[src/rtl/watchdog_pkg.sv]
// Shared window defaults and kicker state encoding for the watchdog pair.
package watchdog_pkg;

    localparam int unsigned WD_LENGTH    = 5;
    localparam int unsigned WD_COUNT     = 20;
    localparam int unsigned WD_THRESHOLD = 10;

    localparam int unsigned WD_KICK_AT   = 15;
    localparam int unsigned WD_GUARD     = 2;
    localparam int unsigned WD_N_TASKS   = 4;
    localparam int unsigned WD_KCNT_W    = 8;

    localparam int unsigned STATE_W = 2;

    localparam logic [STATE_W-1:0] ST_IDLE  = 2'd0;
    localparam logic [STATE_W-1:0] ST_WAIT  = 2'd1;
    localparam logic [STATE_W-1:0] ST_LATE  = 2'd2;
    localparam logic [STATE_W-1:0] ST_FAULT = 2'd3;

endpackage

[src/rtl/watchdog_kicker_alive_tracker.sv]
// Sticky per-task liveness record for the current kick period.
module alive_tracker #(
    parameter int unsigned N_TASKS = 4
) (
    input  logic               clk,
    input  logic               reset_n,
    input  logic [N_TASKS-1:0] alive,
    input  logic               clr,
    output logic [N_TASKS-1:0] seen_now,
    output logic               all_seen
);

    logic [N_TASKS-1:0] seen_q;

    // Pulses in the current cycle count toward the decision taken this cycle.
    assign seen_now = seen_q | alive;
    assign all_seen = &seen_now;

    // Accumulate liveness until the period is closed by clr.
    always_ff @(posedge clk or negedge reset_n) begin
        if (!reset_n) begin
            seen_q <= '0;
        end else if (clr) begin
            seen_q <= '0;
        end else begin
            seen_q <= seen_now;
        end
    end

endmodule

[src/rtl/watchdog_kicker.sv]
// Kicks a windowed watchdog only when every monitored task has shown liveness.
module watchdog_kicker
    import watchdog_pkg::*;
#(
    parameter int unsigned LENGTH    = WD_LENGTH,
    parameter int unsigned COUNT     = WD_COUNT,
    parameter int unsigned THRESHOLD = WD_THRESHOLD,
    parameter int unsigned KICK_AT   = WD_KICK_AT,
    parameter int unsigned GUARD     = WD_GUARD,
    parameter int unsigned N_TASKS   = WD_N_TASKS,
    parameter int unsigned KCNT_W    = WD_KCNT_W
) (
    input  logic               clk,
    input  logic               reset_n,
    input  logic               enable,
    input  logic [N_TASKS-1:0] alive,
    input  logic               wd_timeout,
    output logic               kick,
    output logic               fault,
    output logic [N_TASKS-1:0] missing,
    output logic [KCNT_W-1:0]  kick_count
);

    localparam int unsigned LATE_LIMIT = COUNT - GUARD;
    // A kick point below the window opening would trip the watchdog early.
    localparam int unsigned KICK_PT    = (KICK_AT < THRESHOLD) ? THRESHOLD : KICK_AT;

    logic [STATE_W-1:0] state_q;
    logic [STATE_W-1:0] state_d;
    logic [LENGTH-1:0]  cnt_q;
    logic [LENGTH-1:0]  cnt_d;
    logic               kick_d;
    logic               fault_d;
    logic [N_TASKS-1:0] missing_d;
    logic [KCNT_W-1:0]  kcnt_d;
    logic               clr;
    logic [N_TASKS-1:0] seen_now;
    logic               all_seen;

    logic running;
    logic at_kick;
    logic at_limit;
    logic kick_fire;
    logic fault_set;

    alive_tracker #(
        .N_TASKS (N_TASKS)
    ) u_tracker (
        .clk      (clk),
        .reset_n  (reset_n),
        .alive    (alive),
        .clr      (clr),
        .seen_now (seen_now),
        .all_seen (all_seen)
    );

    // Decision terms shared by next-state and output logic.
    always_comb begin
        running   = (state_q == ST_WAIT) || (state_q == ST_LATE);
        at_kick   = (cnt_q == LENGTH'(KICK_PT));
        at_limit  = (cnt_q == LENGTH'(LATE_LIMIT));
        kick_fire = running && !wd_timeout && all_seen &&
                    ((state_q == ST_LATE) || at_kick);
        fault_set = running && (wd_timeout ||
                    ((state_q == ST_LATE) && at_limit && !all_seen));
    end

    // State register.
    always_ff @(posedge clk or negedge reset_n) begin
        if (!reset_n) begin
            state_q <= ST_IDLE;
        end else begin
            state_q <= state_d;
        end
    end

    // Next-state logic; dropping enable always wins.
    always_comb begin
        state_d = state_q;
        case (state_q)
            ST_IDLE: if (enable) state_d = ST_WAIT;
            ST_WAIT: begin
                if (fault_set)                 state_d = ST_FAULT;
                else if (at_kick && !all_seen) state_d = ST_LATE;
            end
            ST_LATE: begin
                if (fault_set)      state_d = ST_FAULT;
                else if (kick_fire) state_d = ST_WAIT;
            end
            default: state_d = state_q;
        endcase
        if (!enable) state_d = ST_IDLE;
    end

    // Output and counter next values; a timeout outranks a kick on the same edge.
    always_comb begin
        cnt_d     = cnt_q;
        kick_d    = 1'b0;
        fault_d   = fault;
        missing_d = missing;
        kcnt_d    = kick_count;
        clr       = 1'b0;
        case (state_q)
            ST_IDLE: begin
                cnt_d     = '0;
                fault_d   = 1'b0;
                missing_d = '0;
                kcnt_d    = '0;
                clr       = 1'b1;
            end
            ST_WAIT, ST_LATE: begin
                if (fault_set) begin
                    fault_d   = 1'b1;
                    missing_d = ~seen_now;
                end else if (kick_fire) begin
                    kick_d = 1'b1;
                    cnt_d  = '0;
                    clr    = 1'b1;
                    kcnt_d = (&kick_count) ? kick_count : kick_count + KCNT_W'(1);
                end else begin
                    cnt_d = cnt_q + LENGTH'(1);
                end
            end
            default: cnt_d = cnt_q;
        endcase
        if (!enable) begin
            cnt_d     = '0;
            kick_d    = 1'b0;
            fault_d   = 1'b0;
            missing_d = '0;
            kcnt_d    = '0;
            clr       = 1'b1;
        end
    end

    // Output and counter registers.
    always_ff @(posedge clk or negedge reset_n) begin
        if (!reset_n) begin
            cnt_q      <= '0;
            kick       <= 1'b0;
            fault      <= 1'b0;
            missing    <= '0;
            kick_count <= '0;
        end else begin
            cnt_q      <= cnt_d;
            kick       <= kick_d;
            fault      <= fault_d;
            missing    <= missing_d;
            kick_count <= kcnt_d;
        end
    end

endmodule

[config.mk]
export PLATFORM = sky130hd
export DESIGN_NAME = watchdog_kicker
export DESIGN_NICKNAME = d
export VERILOG_FILES = /design/src/rtl/watchdog_pkg.sv /design/src/rtl/watchdog_kicker_alive_tracker.sv /design/src/rtl/watchdog_kicker.sv
export SDC_FILE = /design/constraint.sdc
export NUM_CORES = 1
export LEC_CHECK = 0
export ABC_AREA = 1
export BUFFER_PORTS_ARGS = -buffer_cell sky130_fd_sc_hd__buf_2
export CORE_ASPECT_RATIO = 0.5
export CORE_UTILIZATION = 37
export DETAILED_ROUTE_END_ITERATION = 8
export SKIP_CTS_REPAIR_TIMING = 1
export SLEW_MARGIN = 25
export SYNTH_ARGS = -nofsm -noshare
export SYNTH_HDL_FRONTEND = slang
export SYNTH_SLANG_ARGS = --single-unit
[constraint.sdc]
create_clock -name clk -period 2.4 [get_ports clk]
set_clock_uncertainty 0.2 [all_clocks]
set_input_delay 0.6 -clock clk [delete_from_list [all_inputs] [get_ports clk]]
set_output_delay 0.6 -clock clk [all_outputs]
set_load 0.01 [all_outputs]
Word-level counts from Yosys, hierarchy flattened

Cells that the tools add are included.

Register bits: 25
Logic and storage cells: 71

Add/subtract/negate cells: 2
Equality and inequality tests: 12
Mux-type cells: 28
Bitwise operators: 2
Reductions and logical operators: 20

Operator list:

| cell                  | number |
|---|---|
| $mux W8               | 4 |
| $pmux W8 S2           | 1 |
| $mux W5               | 3 |
| $mux W4               | 3 |
| $ne A3 B3 Y1 const B  | 4 |
| $mux W2               | 5 |
| $pmux W5 S2           | 1 |
| $add A8 B1 Y8 const B | 1 |
| $pmux W4 S2           | 1 |
| $reduce_and A4 Y1     | 2 |
| $reduce_and A8 Y1     | 1 |
| $logic_and A1 B1 Y1   | 7 |
| $mux W1               | 7 |
| $pmux W2 S3           | 1 |
| $add A5 B1 Y5 const B | 1 |
| $eq A5 B4 Y1 const B  | 1 |
| $eq A5 B5 Y1 const B  | 1 |
| $ne A4 B1 Y1 const B  | 1 |
| $ne A4 B3 Y1 const B  | 1 |
| $ne A4 B4 Y1 const B  | 1 |
| $not A4 Y4            | 1 |
| $or A4 B4 Y4          | 1 |
| $pmux W1 S2           | 2 |
| $reduce_and A2 Y1     | 2 |
| 8 further kinds       | 11 |

Logic depth before layout (Yosys ltp)

Depth after elaboration: 10
Depth in mapped cells: 14
Mapped depth without buffers: 13

Hierarchy

From an unflattened synthesis, not the netlist that was laid out.

Cells, all modules: 189
Area total of the unflattened synthesis: 1501.4 µm²

By module, submodules not included:

| module          | times used | cells each | area an instance (µm²) |
|---|---|---|---|
| watchdog_kicker | 1          | 166        | 1302.5 |
| alive_tracker   | 1          | 23         | 198.9 |

Least setup slack after synthesis

Ideal clock, no wire load.

Path type: register -> register
Start point: register cnt_q[1]
End point: register kick_count[6]
Setup time: 0.118 ns
Arrival: 1.689 ns
Required time: 2.082 ns
Path slack: 0.393 ns
Stages on the path, launching flop included: 15
Buffers on the path: 1
Path through: dfrtp_1 ha_1 nand2_1 nor2_1 ha_1 nor2_1 nor2_2 nand3_2 nand2_2 inv_2 nor2_2 nand2_2 buf_6 nand2_2 o21ai_2

Word-level cells in the longest chain between the ends: 7

RTL lines:

| element                          | RTL line               | source |
|---|---|---|
| from (decl)                      | watchdog_kicker.sv:30  | `logic [LENGTH-1:0] cnt_q;` |
| from (signal assigned)           | watchdog_kicker.sv:145 | `cnt_q <= cnt_d;` |
| $eq A5 B5 Y1                     | watchdog_kicker.sv:61  | `at_limit = (cnt_q == LENGTH'(LATE_LIMIT));` |
| $logic_and A1 B1 Y1 (2 in a row) | watchdog_kicker.sv:65  | `((state_q == ST_LATE) && at_limit && !all_seen));` |
| $logic_or A1 B1 Y1               | watchdog_kicker.sv:64  | `fault_set = running && (wd_timeout \|\|` |
| $logic_and A1 B1 Y1              | watchdog_kicker.sv:64  |  |
| $ne A3 B3 Y1 (no line)           | n/a                    |  |
| $reduce_and A4 Y1 (no line) *    | n/a                    |  |
| to (signal assigned)             | watchdog_kicker.sv:149 | `kick_count <= kcnt_d;` |
| to (decl)                        | watchdog_kicker.sv:21  | `output logic [KCNT_W-1:0] kick_count` |

Every way passes the cells marked *; elsewhere a longest branch is shown, timed or not.
A chain may end at the register's enable or synchronous reset.

Worst setup path in the final report

Start point: register cnt_q[0]
End point: register kick_count[2]

The elaborated chain is that of the path after synthesis.

==> qor.yml <==
cts:
  htreeDepth: 1
  root_buffer: "clkbuf_8"
  clkLatencyLatePin_ps: 270
  clock-sinks: 25
  clockBufferDepth: 2
  cts.clk_slew.worst_paths_ps: 90
  cts_tree: "built"
  numCtsBuffers: 3
grt:
  grtUsageMet3: 0.0396
  grt_pass1_wl_um: 5150
  grt_start_max_net_pins: 26
  grt_util_met1: 0.211
  grt_overflow: 0
  busiest_layer: "met2"
  grt_usage: 0.160
  grt_use_met2: 0.262
  grt_pass1_vias: 1119
  antenna_found_initial: 0
power_and_ir_drop:
  power.density_nw_per_um2: 876
  leakagePower_nw: 0.830
  peakVddDrop_uv: 357
  total_power_mw: 1.49
synth:
  syn-instance-count: 179
  ys_warn_count: 0
  yosysSeqAreaShare: 0.423
  synth_top_area_cell: "dfrtp_1"
  syn_avg_cell_area_sq_um: 8.26
  ys_async_sr_fraction: 1.00
  yosysMostFrequentCell: "nand2_1"
  synthFlopType: "dfrtp_1"
  yosys-top-cells-area: "dfrtp_1 42%, nand2_1 9.9%, ha_1 6.8%, inv_1 4.8%, o21ai_2 4.7%"
  syn_nets: 195
  yosys-top-cells-count: "39 x nand2_1, 25 x dfrtp_1, 19 x inv_1"
  netlist_area_sq_um: 1480
  synth_cell_types: 26
  yosysTopAreaCellShare: 0.423
  synth-edff-count: 0
  synth_seq_cells: 25
floorplanning:
  placementRows: 15
  die-height_um: 46.7
  fp.dieW_um: 91.4
  start_util: 0.408
  die_area_sq_um: 4270
  ios: 22
  fp.coreArea_sq_um: 3620
sta:
  max_freq_mhz: 449
  relSlewSlack: 0.625
  tightest_slew_ps: 563
  fin_crit_sh: 0.927
  period_needed_ps: 2220
  finalSetupViolCount: 0
  drv_slew: 0
  rsz0062_at_grt: "no"
  tns_ps: 0
  timing.final.ws_setup_ps: 175
  hold_viol_final: 0
job:
  drv_cap: 0
setup_path:
  critPathRequiredTime_ps: 2370
  r2r_slack_ps: 180
  crit_end: "kick_count[2]"
  cp-startpoint: "cnt_q[0]"
  rr_endpoint: "kick_count[2]"
  reg2reg_depth: 13
  cp-end-kind: "register"
  path_max_fanout: 16
  crit_path_start_kind: "register"
  arrival_ps: 2190
  worstSetupPathType: "reg -> reg"
  r2r_start: "cnt_q[0]"
detailed_routing:
  drcViolationCount: 0
  via_per_inst: 4.79
  routed_wl_um: 3000
  drt-initial-drc-count: 61
  wl_per_cell_um: 11.8
  drtAntennaViolNets: 0
  dr.pass1.iters: 4
  dr_total_vias: 1222
layout:
  diodes: 0
  regArea_sq_um: 626
  area_growth_pct: 14.8
  multiInputGateArea_sq_um: 752
  drive_gt1_frac: 0.299
  final_util: 0.468
  finish.net_count: 221
  fillers: 356
place:
  post-dp-hpwl_um: 2250
  io_buffer_count: 21
  preCtsSetupSlack_ps: 63.6
  globalplace.congestion: 0.820
run_status:
  outcome: "completed"
worst_hold_path:
  min_path_type: "in -> async"
-- power breakdown --
part           total, mW  internal (mW)  switching [mW]
Clock              0.253          0.119           0.134
Combinational      0.673          0.225           0.448
Sequential         0.561          0.497          0.0637
Total               1.49          0.840           0.646
-- sequential cells by signal (all words and copies together) (netlist names) --
register	count
state_q	2
kick	1
cnt_q	5
fault	1
kick_count	8
missing	4
u_tracker.seen_q	4
-- worst max-delay path, stage by stage (launching register included) --
cell and delay [ps]:
dfrtp_1 400, ha_1 180, nand2_1 70, nor2_1 100, ha_1 180, nor2_1 60, nor2_2 140, nand3_2 160
nand2_2 100, inv_2 50, nor2_2 140, nand2_4 160, nand2_1 120, o21ai_2 50
-- how the worst min path moves through the flow --
stage,startpoint,end,slack [ps],cells past startpoint
2_1_floorplan,reset_n,cnt_q[0],100,0
4_1_cts,reset_n,u_tracker.seen_q[3],150,1
3_5_place_dp,u_tracker.seen_q[2],u_tracker.seen_q[2],320,2
6_report,reset_n,missing[3],110,1
3_3_place_gp,u_tracker.seen_q[2],u_tracker.seen_q[2],310,2
5_1_grt,reset_n,kick,170,1
-- layout by cell type, fill, tap and decap left out, drive strengths merged --
cell type	count
nor2	22
dfrtp	25
nand2	46
o31ai	1
ha	8
o21ai	17
nand4	11
buf	24
a21oi	4
or2	4
a22oi	1
inv	22
clkbuf	4
nand3	12
nor3	2
o22ai	1
-- metal layers --
metal | share of wire | vias to the layer above
met1 | 0.53 | 560
li1 | - | 637
met2 | 0.42 | 18
met3 | 0.032 | 7
met5 | 0 | -
met4 | 0.016 | 0
-- layout make-up --
| cell class | instances | share of cell area |
|---|---|---|
| well taps | 51 | 0.0376 |
| multi-input cells | 129 | 0.443 |
| repair buffers | 24 | 0.0752 |
| flip-flops and latches | 25 | 0.369 |
| inverters | 22 | 0.0487 |
| clock buffers | 4 | 0.0265 |
-- logic make-up (layout without fill, tap and decap cells) --
group,Yosys count,in the layout,share of synthesized area
and+or+nand+nor,97,97,0.324
DFF,25,25,0.423
buffers and inverters,25,50,0.0711
AOI/OAI and AO/OA,24,24,0.113
adders and majority gates,8,8,0.0677
-- per-stage QoR --
step	hold slack, ps	std cells	area [sq um]
2_1_floorplan	104	179	1480
3_3_place_gp	310	249	1630
3_5_place_dp	323	249	1630
4_1_cts	148	253	1680
5_1_grt	167	255	1700
6_report	110	255	1700
Note: power is estimated with default switching activity, not from simulation.
